==> src/rtl/bus_scan_reader.sv <==
// bus_scan_reader
//   Read-side controller for the shared 8-bit tri-state counter bus. It walks
//   a latched source mask in ascending index order. For each selected source it
//   drives that source's output enable one-hot, lets the bus settle, samples it,
//   releases it, and inserts a one-cycle turnaround. Each sample is tagged with
//   its source index and queued in a first-word-fall-through FIFO.
//
// Ports
//   clk        rising-edge clock
//   rst        synchronous reset, active high
//   start      one-cycle scan request, honoured only while idle
//   src_mask   sources to scan, captured when start is accepted
//   bus_oe     one-hot (or zero) output enable per source
//   bus_in     shared bus value
//   out_data   FIFO head sample
//   out_src    FIFO head source index
//   out_valid  FIFO non-empty
//   out_ready  consumer takes the head when out_valid && out_ready
//   busy       high whenever a scan is in progress
//   done       one-cycle pulse after the final turnaround of a scan
//   overflow   sticky: src_mask changed while busy (cleared by rst only)
module bus_scan_reader #(
  parameter  int NUM_SRC    = 4,
  parameter  int SETTLE     = 1,
  parameter  int FIFO_DEPTH = 4,
  localparam int SRC_W      = $clog2(NUM_SRC)
) (
  input  logic               clk,
  input  logic               rst,
  input  logic               start,
  input  logic [NUM_SRC-1:0] src_mask,
  output logic [NUM_SRC-1:0] bus_oe,
  input  logic [7:0]         bus_in,
  output logic [7:0]         out_data,
  output logic [SRC_W-1:0]   out_src,
  output logic               out_valid,
  input  logic               out_ready,
  output logic               busy,
  output logic               done,
  output logic               overflow
);

  localparam int PTR_W = $clog2(FIFO_DEPTH);
  localparam int ENT_W = SRC_W + 8;

  typedef enum logic [1:0] {
    S_IDLE,
    S_ENABLE,
    S_SAMPLE,
    S_GAP
  } state_t;

  state_t               r_state;
  state_t               w_next_state;

  logic [NUM_SRC-1:0]   r_mask;
  logic [SRC_W-1:0]     r_idx;
  logic [2:0]           r_cnt;
  logic                 r_done;
  logic                 r_overflow;

  logic [ENT_W-1:0]     r_mem [FIFO_DEPTH];
  logic [PTR_W-1:0]     r_wr;
  logic [PTR_W-1:0]     r_rd;
  logic [PTR_W:0]       r_count;

  logic                 w_first_hit;
  logic [SRC_W-1:0]     w_first_idx;
  logic                 w_next_hit;
  logic [SRC_W-1:0]     w_next_idx;
  logic                 w_empty;
  logic                 w_full;
  logic                 w_push;
  logic                 w_pop;

  // Lowest set bit of the incoming mask (scan entry point).
  always_comb begin
    w_first_hit = 1'b0;
    w_first_idx = '0;
    for (int unsigned i = 0; i < NUM_SRC; i++) begin
      if (src_mask[i] && !w_first_hit) begin
        w_first_hit = 1'b1;
        w_first_idx = SRC_W'(i);
      end
    end
  end

  // Next higher set bit of the latched mask above the current index.
  always_comb begin
    w_next_hit = 1'b0;
    w_next_idx = '0;
    for (int unsigned i = 0; i < NUM_SRC; i++) begin
      if (r_mask[i] && (i > 32'(r_idx)) && !w_next_hit) begin
        w_next_hit = 1'b1;
        w_next_idx = SRC_W'(i);
      end
    end
  end

  assign w_empty = (r_count == '0);
  assign w_full  = (r_count == (PTR_W+1)'(FIFO_DEPTH));
  assign w_pop   = !w_empty && out_ready;
  // A pop in the same cycle frees a slot, so a full FIFO can still accept.
  assign w_push  = (r_state == S_SAMPLE) && (!w_full || w_pop);

  always_comb begin
    w_next_state = r_state;
    unique case (r_state)
      S_IDLE:   if (start && w_first_hit) w_next_state = S_ENABLE;
      S_ENABLE: if (r_cnt == 3'(SETTLE - 1)) w_next_state = S_SAMPLE;
      S_SAMPLE: if (w_push) w_next_state = S_GAP;
      S_GAP:    w_next_state = w_next_hit ? S_ENABLE : S_IDLE;
      default:  w_next_state = S_IDLE;
    endcase
  end

  always_ff @(posedge clk) begin
    if (rst) r_state <= S_IDLE;
    else     r_state <= w_next_state;
  end

  always_ff @(posedge clk) begin
    if (rst) begin
      r_mask     <= '0;
      r_idx      <= '0;
      r_cnt      <= '0;
      r_done     <= 1'b0;
      r_overflow <= 1'b0;
    end else begin
      r_done <= (r_state == S_GAP) && !w_next_hit;
      if ((r_state != S_IDLE) && (src_mask != r_mask)) r_overflow <= 1'b1;
      unique case (r_state)
        S_IDLE: begin
          if (start && w_first_hit) begin
            r_mask <= src_mask;
            r_idx  <= w_first_idx;
            r_cnt  <= '0;
          end
        end
        S_ENABLE: r_cnt <= r_cnt + 3'd1;
        S_GAP: begin
          if (w_next_hit) begin
            r_idx <= w_next_idx;
            r_cnt <= '0;
          end
        end
        default: ;
      endcase
    end
  end

  always_ff @(posedge clk) begin
    if (w_push) r_mem[r_wr] <= {r_idx, bus_in};
  end

  always_ff @(posedge clk) begin
    if (rst) begin
      r_wr    <= '0;
      r_rd    <= '0;
      r_count <= '0;
    end else begin
      if (w_push) r_wr <= r_wr + PTR_W'(1);
      if (w_pop)  r_rd <= r_rd + PTR_W'(1);
      unique case ({w_push, w_pop})
        2'b10:   r_count <= r_count + (PTR_W+1)'(1);
        2'b01:   r_count <= r_count - (PTR_W+1)'(1);
        default: ;
      endcase
    end
  end

  // bus_oe is decoded from the registered state so a reset drops it at once.
  always_comb begin
    bus_oe = '0;
    if ((r_state == S_ENABLE) || (r_state == S_SAMPLE))
      bus_oe = NUM_SRC'(1) << r_idx;
  end

  assign out_valid = !w_empty;
  assign out_data  = w_empty ? '0 : r_mem[r_rd][7:0];
  assign out_src   = w_empty ? '0 : r_mem[r_rd][ENT_W-1:8];
  assign busy      = (r_state != S_IDLE);
  assign done      = r_done;
  assign overflow  = r_overflow;

endmodule

==> config.mk <==
export PLATFORM = sky130hd
export DESIGN_NAME = bus_scan_reader
export DESIGN_NICKNAME = d
export VERILOG_FILES = /design/src/rtl/bus_scan_reader.sv
export SDC_FILE = /design/constraint.sdc
export NUM_CORES = 1
export LEC_CHECK = 0
export CAP_MARGIN = 20
export CORE_ASPECT_RATIO = 1.5
export CORE_MARGIN = 2
export CORE_UTILIZATION = 48
export CTS_CLUSTER_DIAMETER = 150
export CTS_CLUSTER_SIZE = 25
export DETAILED_ROUTE_END_ITERATION = 16
export PLACE_DENSITY_LB_ADDON = 0.2
export REMOVE_ABC_BUFFERS = 1
export SYNTH_ARGS = -nofsm -noshare
export SYNTH_HDL_FRONTEND = slang
export SYNTH_SLANG_ARGS = --single-unit
==> constraint.sdc <==
create_clock -name clk -period 3.2 [get_ports clk]
set_input_delay 0.8 -clock clk [delete_from_list [all_inputs] [get_ports clk]]
set_output_delay 0.8 -clock clk [all_outputs]
set_load 0.01 [all_outputs]
-- After elaboration in Yosys (flattened, before gate mapping)
Memories as Yosys holds them, arrays and structs flattened. A register that Yosys moved wholly into a read port is not among the register bits.
Index checks and enable logic that the tools add are counted.
- memories: 1
- flip-flop bits (word level): 20
- memory bits (read-only): 0
- RAM bits: 40
- output and inout port bits: 18
- word-level logic and storage cells: 96
- bits in latches: 0
- divide/modulo/power cells: 0
- equal/unequal tests: 11
- reduce and logical (&&, ||, !) cells: 34
- shift-type cells: 1
- multiply operators: 0
- muxes and demuxes: 32
- $lt $le $gt $ge: 3
- bitwise operators: 0
- $add $sub $neg: 5
- memories (memory ; words ; width ; read ports ; clocked after memory_dff ; write ports ; line ; source):
    r_mem ; 4 ; 10 ; 1 ; 1 ; 1 ; 62 ; logic [ENT_W-1:0] r_mem [FIFO_DEPTH];
- operators with widths (kind ; count):
    2-bit 2-to-1 mux ; 12
    1-bit logical AND ; 13
    1-bit 2-to-1 mux ; 12
    3-bit case mux with 3 select lines ; 1
    3-bit AND reduction ; 3
    1-bit logical NOT ; 8
    8-bit 2-to-1 mux ; 1
    2-bit inequality test, second input constant ; 4
    2-bit case mux with 4 select lines ; 1
    3-bit by 1-bit adder with 3-bit output, second input constant ; 2
    2-bit equality test, second input constant ; 3
    3-bit logical NOT ; 2
    3-bit 2-to-1 mux ; 2
    3-bit case mux with 2 select lines ; 1
    2-bit nonzero test ; 3
    2-bit by 1-bit adder with 2-bit output, second input constant ; 2
    2-bit by 1-bit equality test with 1-bit output, second input constant ; 2
    2-bit greater-than comparator, first input constant ; 2
    4-bit 2-to-1 mux ; 1
    4-bit inequality test ; 1
    2-bit case mux with 2 select lines ; 1
    1-bit by 2-bit << shifter with 4-bit output, first input constant ; 1
    3-bit equality test, second input constant ; 1
    3-bit nonzero test ; 1
    other kinds (5) ; 6

-- Longest topological paths before layout
Gate-level depths: netlist (run 1).
- depth after elaboration: 13
- depth in mapped cells: 9

-- Least setup slack after synthesis (run 1)
OpenSTA, ideal clock, no wires.
- path type: register -> output
- start point: reg with a tool-made name
- end point: out out_data[0]
- slack: 1.133 ns
- arrival time: 1.267 ns
- required time: 2.400 ns
- cell stages (with the launch flop): 4
- cells stage by stage: dfxtp_1 -> buf_2 -> mux4_2 -> and2_1
- RTL lines (element ; line ; source):
    to (decl) ; 34 ; output logic [7:0] out_data,

==> reports/qor.log, run 1 <==
[floorplan] standard-cell row count 34
[route] average routed wire per standard cell 14.3 µm
[clock_tree] TritonCTS sink count 62
[yosys] post-synthesis mux area share 9.87%
[place] cell area after placement 0.00320 mm²
[route] post-route ant nets 0
[cells_and_area] # fillers 469
[clock_tree] CTS tree done
[power] Int Power 1960 µW
[power] Power, Total 2900 µW
[yosys] dominant combinational cell family by area after synthesis simple AND/OR/NAND/NOR gates
[route] # DRC 0
[setup_path] largest fanout on the critical path 10
[floorplan] Top Ports 34
[timing] worst slack on hold paths 0.483 ns
[timing] Max Clock Skew 0.00509 ns
[yosys] fraction of the yosys area taken by sequential cells 58.6%
[yosys] Netlist cell types 47
[timing] Achievable Freq 356 MHz
[setup_path] Buffers & Inverters on Critical Path 2
[yosys] Yosys warning count 0
[status] outcome finished clean
[place] RD Place Congestion 0.791
[clock_tree] number of hold buffers added after cts 0
[setup_path] Worst Setup End Kind output pin
[timing] ratio of final minimum period to clock period 87.9%
[yosys] synthesized netlist cell count 212
[global_route] combined global-route utilization of all metal layers 16.2%
[power] Cell Pwr Density 855 mW/mm²
[floorplan] Initial Utilization 49.2%
[floorplan] Core Area 0.00570 mm²
[global_route] largest net degree at the start of global routing 22
[worst_hold_path] HP Class reg -> reg
[yosys] area share of fa/ha/maj cells after synthesis 5.63%
[yosys] register bit total from synthesis 62
[yosys] Post-synth EDFFs 40
[power] power share of the combinational group 40.2%
[setup_path] CP Cell Sequence buf_4 > mux4_2 > and2_1 > clkdlybuf4s50_1
[clock_tree] clock-pin transition on the worst setup and hold timing paths 0.07 ns
[yosys] netlist area before placement 0.00280 mm²
[yosys] mean cell area of the mapped netlist 13.2 µm²
[power] Max IR drop VDD 448 µV
[setup_path] data arrival time of the critical path 2.01 ns
[power] Switch Pwr 934 µW
[global_route] Overflow after GRT 0
[yosys] fraction of the mapped netlist area in compound gates 7.41%
[cells_and_area] fraction of final layout cells with drive strength greater than 1 13.8%
[timing] count of final hold-check violations 0
[power] Reg power frac 37.7%
[floorplan] height of the die 97.6 µm
[setup_path] data required time of the worst path 2.40 ns
[setup_path] gate family responsible for the most delay along the worst path buffers and inverters
[setup_path] critical setup path kind reg -> out
[yosys] top cells by area, synth edfxtp_1 43%, dfxtp_1 16%, mux4_2 8.0%
[cells_and_area] total number of nets in the final design 277
[setup_path] Slowest-stage cell, CP mux4_2
[floorplan] area enclosed by the die boundary 0.00648 mm²
[route] final WL 4.65 mm
[global_route] antenna violations before repair 0
[setup_path] longest individual stage delay on the worst path 0.53 ns
[place] post-placement cell count 310
[yosys] prevailing post-synth register cell edfxtp_1
[yosys] share of async-settable or async-resettable flops after synthesis 0%
[place] post-detail-place hpwl 3.33 mm
[yosys] top-area cell type share of the netlist area 42.9%
[floorplan] die width 66.4 µm
[clock_tree] Bufs on Longest Clock Path 2
[global_route] wire length of the first global-routing pass 7.82 mm
[route] number of iterations in the first detailed-routing pass 4
[place] input/output buffers 33
[power] share of total power in the clock network 22.1%
[clock_tree] Inserted Clock Buffers 9
[yosys] post-synthesis xor/xnor area fraction 2.81%
[cells_and_area] Non-Filler Instances 326
[timing] worst relative slew slack 44.5%
[timing] Setup violations, final 0
[clock_tree] depth of the CTS H-tree 3
[yosys] simple-gate share of the synthesized area 13.1%
[timing] time the worst path needs with I/O delays and setup 2.81 ns
[route] via-per-instance ratio 5.22
[clock_tree] Resize count post-CTS 0
[cells_and_area] Antenna Cells 0
[route] vias after detailed routing 1701
[cells_and_area] final standard cell area without fillers 0.00339 mm²
[setup_path] category of the worst setup path launch point flop
[yosys] most frequently used cell type in the post-synthesis netlist edfxtp_1
[clock_tree] clk_lat worst skew 0.32 ns
[cells_and_area] P&R area growth vs syn 20.8%
[timing] unrepaired setup endpoints after global routing false
[route] number of violations reported at the end of detailed-routing iteration 0 39
[job] number of violations of the max-capacitance limit 0
[yosys] Yosys top cell by area edfxtp_1
[timing] fin. max-slew vios 0
[global_route] number of global-route vias before repair 1703
[clock_tree] CTS Root Cell clkbuf_8
[clock_tree] buffers inserted by post-CTS timing repair 0
[power] proportion of total power due to net switching 32.3%
[yosys] most common library cells after synthesis 40 x edfxtp_1, 22 x dfxtp_1, 16 x nor2_1
[timing] setup_tns 0 ns
[timing] Worst-Margin Slew 0.829 ns
[power] Leakage Power 0.00117 µW
[layer usage]
layer | wire [µm] | share of wire, % | global-route usage, %
met5 | 0 | 0 | 0
met4 | 63 | 1.4 | 8.48
met3 | 200 | 4.3 | 4.29
met2 | 2390 | 51 | 26.9
met1 | 2000 | 43 | 18.5
[cells by family (layout without fill, tap and decap cells)]
logic type	after synthesis	count (layout)
compound gates	28	28
xor+xnor	9	9
fa+ha+maj	12	12
buf+inv	19	61
flops	62	62
mux	15	15
simple gates	67	67
[final timing paths]
kind	start	end	slack, ns	cells past startpoint
min	r_mask[0]$_SDFFE_PP0P_	r_mask[0]$_SDFFE_PP0P_	0.48	2
max reg2reg	r_state[0]$_SDFFE_PP0P_	r_mem[3][0]$_DFFE_PP_	1.16	5
min reg2reg	r_mask[0]$_SDFFE_PP0P_	r_mask[0]$_SDFFE_PP0P_	0.48	2
max	flop	out_src[0]	0.39	4
[worst register-to-register path, delay by kind of cell (launching register included)]
family | cells | cell delay [ns]
and+or+nand+nor | 2 | 0.85
DFF | 1 | 0.35
buffers and inverters | 2 | 0.27
adders and majority gates | 1 | 0.22
[cell usage in the layout, fill, tap and decap left out, types with 10 or more instances in the layout]
master,n
dfxtp_1,22
mux4_2,10
inv_1,11
edfxtp_1,40
ha_1,11
and2_1,15
nand2_1,12
nor2_1,16
clkdlybuf4s50_1,33
[flip-flops by register name, indices dropped and copies added (netlist names), named ones only]
register and cells:
r_mem 40, r_mask 4, r_cnt 3, r_count 3, r_idx 2, r_rd 2
r_state 2, r_wr 2, done 1, overflow 1
[stage by stage]
step | worst slack [ns] | util (%)
after floorplan | 1.01 | -
after global placement | 0.569 | 56.1
after detailed placement | 0.532 | 56.1
after CTS | 0.345 | 59.4
after global routing | 0.286 | 59.4
final | 0.387 | 59.4
[power groups by stage]
stage / Combinational [µW] / Sequential, µW / Clock, µW
2_1_floorplan: 729 / 1100 / 0
4_1_cts: 1180 / 1090 / 658
3_5_place_dp: 1180 / 1110 / 0
5_1_grt: 1290 / 1110 / 690
3_3_place_gp: 1170 / 1110 / 0
6_report: 1160 / 1090 / 641
[area by class of cell]
| type | count | area (µm²) | area share [%] |
|---|---|---|---|
| Sequential cell | 62 | 1640 | 48.5 |
| Tap cell | 72 | 90.1 | 2.66 |
| Clock inverter | 7 | 65.1 | 1.92 |
| Clock buffer | 9 | 124 | 3.66 |
| Timing Repair Buffer | 34 | 338 | 9.97 |
| Multi-Input combinational cell | 131 | 1090 | 32.1 |
| Inverter | 11 | 41.3 | 1.22 |
Note: power is estimated with default switching activity, not from simulation.
==> run 2, diff against run 1 <==
--- a/config.mk
+++ b/config.mk
@@ -5,7 +5,6 @@
 export SDC_FILE = /design/constraint.sdc
 export NUM_CORES = 1
 export LEC_CHECK = 0
-export CAP_MARGIN = 20
 export CORE_ASPECT_RATIO = 1.5
 export CORE_MARGIN = 2
 export CORE_UTILIZATION = 48
==> constraint.sdc (replaced) <==
create_clock -name clk -period 3.2 [get_ports clk]
set_input_delay 0.8 -clock clk [delete_from_list [all_inputs] [get_ports clk]]
set_output_delay 0.8 -clock clk [all_outputs]
set_load 0.02 [all_outputs]
==> run 2 against run 1 <==
Against the previous run: final cell count stayed put; sequential cell count stayed put; count of clock-buffer cells in the layout rose by 2; critical endpoint is now out_src[1]; sequential share of layout area decreased by 0.62 points; critical path depth stayed put; hold slack lost 0.0039 ns; first-iteration DRC count is 74% higher; via count rose by 1.2%.
==> reports/qor.log, run 2 (synthesis results as in run 1) <==
[status] outcome finished clean
[power] Reg power frac 34.7% [-3.0 points]
[setup_path] largest fanout on the critical path 10 [unchanged]
[cells_and_area] most common library cell in the layout ignoring fill and taps edfxtp_1
[global_route] antenna violations before repair 0 [unchanged]
[cells_and_area] Antenna Cells 0 [unchanged]
[clock_tree] Resize count post-CTS 0 [unchanged]
[timing] Worst-Margin Slew 0.854 ns [+0.0247 ns]
[place] post-detail-place hpwl 3.40 mm [+2.1%]
[route] average routed wire per standard cell 15.1 µm [+5.6%]
[timing] fin. max-slew vios 0 [unchanged]
[clock_tree] number of hold buffers added after cts 0 [unchanged]
[power] Int Power 2090 µW [+6.5%]
[place] RD Place Congestion 0.775 [-2.0%]
[route] number of iterations in the first detailed-routing pass 4 [unchanged]
[global_route] wire length of the first global-routing pass 8.34 mm [+6.7%]
[floorplan] area enclosed by the die boundary 0.00648 mm² [unchanged]
[cells_and_area] fraction of final layout cells with drive strength greater than 1 14.2% [+0.39 points]
[setup_path] CP Cell Sequence buf_4 > mux4_2 > and2_1 > clkdlybuf4s50_1
[power] Leakage Power 0.00119 µW [+1.6%]
[timing] time the worst path needs with I/O delays and setup 2.88 ns [+0.0717 ns]
[route] vias after detailed routing 1721 [+1.2%]
[setup_path] longest individual stage delay on the worst path 0.53 ns [about the same]
[cells_and_area] Register Area 0.00164 mm² [unchanged]
[setup_path] Worst Setup End Kind output pin
[place] cell area after placement 0.00320 mm² [unchanged]
[global_route] Overflow after GRT 0 [unchanged]
[timing] count of final hold-check violations 0 [unchanged]
[power] share of total power in the clock network 24.6% [+2.5 points]
[clock_tree] Inserted Clock Buffers 9 [unchanged]
[cells_and_area] number of flip-flops under the largest register name 40 [unchanged]
[power] proportion of total power due to net switching 33.5% [+1.3 points]
[timing] worst slack on hold paths 0.479 ns [-0.00389 ns]
[floorplan] Initial Utilization 49.2% [unchanged]
[cells_and_area] commonest cells after routing, fill and taps aside 40 x edfxtp_1, 33 x clkdlybuf4s50_1, 22 x dfxtp_1, 16 x nor2_1, 15 x and2_1
[timing] Setup violations, final 0 [unchanged]
[route] post-route ant nets 0 [unchanged]
[route] via-per-instance ratio 5.28 [+1.2%]
[power] power share of the combinational group 40.6% [+0.4 points]
[cells_and_area] registers with the most flip-flops r_mem: 40 flops, r_mask: 4 flops
[route] # DRC 0 [unchanged]
[clock_tree] TritonCTS sink count 62 [unchanged]
[setup_path] data required time of the worst path 2.40 ns [about the same]
[cells_and_area] largest reg by FF count r_mem
[setup_path] gate family responsible for the most delay along the worst path buffers and inverters
[worst_hold_path] HP Class reg -> reg
[cells_and_area] total number of nets in the final design 277 [unchanged]
[power] Switch Pwr 1050 µW [+13%]
[setup_path] Buffers & Inverters on Critical Path 2 [unchanged]
[clock_tree] Bufs on Longest Clock Path 2 [unchanged]
[timing] ratio of final minimum period to clock period 90.1% [+2.2 points]
[route] final WL 4.91 mm [+5.6%]
[power] Cell Pwr Density 916 mW/mm² [+7.2%]
[clock_tree] CTS Root Cell clkbuf_8
[floorplan] Top Ports 34 [unchanged]
[clock_tree] depth of the CTS H-tree 3 [unchanged]
[global_route] combined global-route utilization of all metal layers 17.4% [+1.2 points]
[clock_tree] clk_lat worst skew 0.32 ns [about the same]
[job] number of violations of the max-capacitance limit 0 [unchanged]
[cells_and_area] final standard cell area without fillers 0.00343 mm² [+1.3%]
[setup_path] data arrival time of the critical path 2.08 ns [+0.07 ns]
[floorplan] die width 66.4 µm [unchanged]
[cells_and_area] multi-input logic area 0.00109 mm² [unchanged]
[timing] setup slack after layout 0.316 ns [-0.0717 ns]
[setup_path] slack of the worst reg-to-reg path 1.09 ns [-0.07 ns]
[cells_and_area] P&R area growth vs syn 22.4%
[timing] worst relative slew slack 42.9% [-1.7 points]
[timing] Achievable Freq 347 MHz [-2.5%]
[global_route] number of global-route vias before repair 1786 [+4.9%]
[timing] setup_tns 0 ns [unchanged]
[setup_path] category of the worst setup path launch point flop
[floorplan] height of the die 97.6 µm [unchanged]
[cells_and_area] final core utilization 60.2% [+0.77 points]
[timing] unrepaired setup endpoints after global routing false
[power] Max IR drop VDD 466 µV [+4.0%]
[place] input/output buffers 33 [unchanged]
[place] Post-Place Worst Slack 0.482 ns [-0.0507 ns]
[clock_tree] buffers inserted by post-CTS timing repair 0 [unchanged]
[setup_path] Slowest-stage cell, CP mux4_2
[floorplan] standard-cell row count 34 [unchanged]
[clock_tree] CTS tree done
[setup_path] critical setup path kind reg -> out
[global_route] largest net degree at the start of global routing 22 [unchanged]
[route] number of violations reported at the end of detailed-routing iteration 0 68 [+74%]
[clock_tree] clock-pin transition on the worst setup and hold timing paths 0.07 ns [about the same]
[floorplan] Core Area 0.00570 mm² [unchanged]
[cells_and_area] # fillers 493 [+5.1%]
[timing] Max Clock Skew 0.00513 ns [+0.0000451 ns]
run 2: final cells by class:
class | count | area share (%)
multi-input cells | 131 | 31.7
repair buffers | 34 | 9.85
well taps | 72 | 2.63
clock inverters | 5 | 2.37
clock buffers | 11 | 4.41
flip-flops and latches | 62 | 47.8
inverters | 11 | 1.20
run 2: metal layers:
layer	up-vias	wire length, µm	share of wire, %	track usage [%]
li1	843	-	-	-
met1	830	1930	39	19.3
met2	41	2720	55	30.6
met3	7	183	3.7	4.63
met4	0	75	1.5	7.06
met5	-	0	0	0
run 2: path summary, 6_finish.rpt:
check,cells after the start,to,start
worst min register to register,2,r_mask[0]$_SDFFE_PP0P_,r_mask[0]$_SDFFE_PP0P_
worst min-delay path,2,r_mask[0]$_SDFFE_PP0P_,r_mask[0]$_SDFFE_PP0P_
worst max-delay path,4,out_src[1],flop
worst max register to register,5,r_mem[2][5]$_DFFE_PP_,r_state[0]$_SDFFE_PP0P_
run 2: metrics by stage:
step | instances | power [µW]
3_3_place_gp | 310 | 2380
4_1_cts | 326 | 3180
6_report | 326 | 3140
5_1_grt | 326 | 3340
3_5_place_dp | 310 | 2400
2_1_floorplan | 204 | 1940
run 2: power groups by stage:
stage	clock network [µW]	logic, µW	registers [µW]
after floorplan	0	827	1110
after global placement	0	1280	1110
after detailed placement	0	1290	1110
after CTS	788	1300	1090
after global routing	822	1410	1110
final	775	1280	1090
run 2: worst register-to-register path, cell delays in order (launching register included):
cell	delay (ns)
dfxtp_1	0.34
inv_1	0.15
ha_1	0.23
inv_1	0.13
nor2_1	0.33
and2_1	0.56
==> RTL edit: new RTL, flow settings as in run 2 <==
Make the reset (`rst`) asynchronous in 3 clocked blocks. Comments in the files are not updated.
--- a/src/rtl/bus_scan_reader.sv
+++ b/src/rtl/bus_scan_reader.sv
@@ -114,12 +114,12 @@
     endcase
   end
 
-  always_ff @(posedge clk) begin
+  always_ff @(posedge clk or posedge rst) begin
     if (rst) r_state <= S_IDLE;
     else     r_state <= w_next_state;
   end
 
-  always_ff @(posedge clk) begin
+  always_ff @(posedge clk or posedge rst) begin
     if (rst) begin
       r_mask     <= '0;
       r_idx      <= '0;
@@ -153,7 +153,7 @@
     if (w_push) r_mem[r_wr] <= {r_idx, bus_in};
   end
 
-  always_ff @(posedge clk) begin
+  always_ff @(posedge clk or posedge rst) begin
     if (rst) begin
       r_wr    <= '0;
       r_rd    <= '0;
Formal check against the unedited RTL: differs if rst is asserted again (counterexample within 4 cycles, from zero or initial values and one cycle with rst high); with rst held inactive, the same outputs for 10 cycles.
==> RTL edit against run 2 <==
- synthesized area up 3.1%
- die area up 2.9%
- non-clock buffer count up 3
- worst hold slack worse by 6.4 ps
- sequential cell count down 2
- sequential share of layout area up 0.72 points
- register-to-register slack worse by 200 ps
- routed wire length down 2.1%
- via count down 1.7%
- combinational power up 27%
- clock skew about the same
- total power up 13%
- cell area up 2.1%
- critical path type unchanged
- setup slack worse by 120 ps
==> RTL edit: results (changes against run 2) <==
- Final clock-cell share: 0.0589 (-0.00891)
- Clock buffer cells: 10 (-1)
- Vias per std cell: 5.29 (+0.16%)
- Finished Cell Area: 3500 µm² (+2.1%)
- Maximum vdd drop: 482 µV (+3.6%)
- First-pass GRT wire length: 7.94 mm (-4.9%)
- Clock Power: 0.000706 W (-8.9%)
- Leakage: 1.33 nW (+12%)
- Seq area share: 0.486 (+0.00723)
- Non-clock buffer share: 0.103 (+0.00439)
- Ys async rst share: 0.333 (+0.333)
- Number of non-clock buffers: 37 (+8.8%)
- Cell Area, Placed: 3300 µm² (+3.1%)
- Ratio of cells with drive above 1 in the final layout: 0.161 (+0.0196)
- Final #Nets: 271 (-2.2%)
- Pint: 0.00232 W (+11%)
- Top_reg_cell synth: edfxtp_1
- Worst Hold Path Cells: 1 (-1)
- Largest net degree at the start of global routing: 21 (-4.5%)
- Placed Instances: 304 (-1.9%)
- Final clock skew: 5.06 ps (-0.0696 ps)
- Worst Reg-to-Reg Cells: 9 (+4)
- Nonclk inv count: 17 (+6)
- Seq. pwr: 0.00122 W (+12%)
- Comb_multi_in: 118 (-9.9%)
- Initial antenna violation count: 0 (unchanged)
- Power Total: 0.00354 W (+13%)
- Final std cells w/o fill: 320 (-1.8%)
- Main area contributors after synthesis: edfxtp_1 42%, dfrtp_1 17%, mux4_2 7.8%
- Overall Global Routing Usage: 0.166 (-0.00787)
- Routability cong.: 0.739 (-4.7%)
- Synth top cells by count: 40 x edfxtp_1, 20 x dfrtp_1, 17 x inv_1, 15 x and2_1, 11 x ha_1
- Status: complete, no violations
- Max Root-Sink Buffers: 2 (unchanged)
- Synth Register Bits: 60 (-3.2%)
- Multi-input combinational area share: 0.309 (-0.00835)
- Sequential element share of the synthesized area: 0.589 (+0.00329)
- Cell variety after synth: 45 (-4.3%)
- Final wirelength: 4.81 mm (-2.1%)
- Post-DP HPWL: 3.43 mm (+0.88%)
- Fillers: 468 (-5.1%)
- Worst path arrival time: 2200 ps (+120 ps)
- DRT iter0 DRCs: 64 (-5.9%)
- Slew @ Worst Pin: 811 ps (-42.8 ps)
- Avg Synthesized Cell Area: 14.3 µm² (+8.2%)
- Vias in the first global route: 1669 (-6.6%)
- Place WS: 277 ps (-205 ps)
RTL edit: routing by layer:
metal	vias up	global-route usage	part of all wire
met1	823	0.181	0.39
li1	825	-	-
met3	7	0.0639	0.045
met5	-	0	0
met4	0	0.0565	0.013
met2	37	0.289	0.56
RTL edit: path summary, 6_finish.rpt:
path,start,endpoint,slack [ps]
worst min-delay path,overflow,overflow,470
worst max register to register,r_state[0],r_count[2],890
worst max-delay path,r_rd[0],out_src[1],200
min in group asynchronous,rst,r_count[0],920
worst min register to register,overflow,overflow,470
max in group asynchronous,rst,done,1770
RTL edit: kinds of logic (layout without fill, tap and decap cells):
group / Yosys count / in the layout / share of synthesized area
compound gates: 30 / 30 / 0.0827
xor+xnor: 9 / 9 / 0.0273
fa+ha+maj: 12 / 12 / 0.0546
buf+inv: 24 / 70 / 0.0368
flops: 60 / 60 / 0.589
mux: 18 / 18 / 0.111
simple gates: 49 / 49 / 0.0987
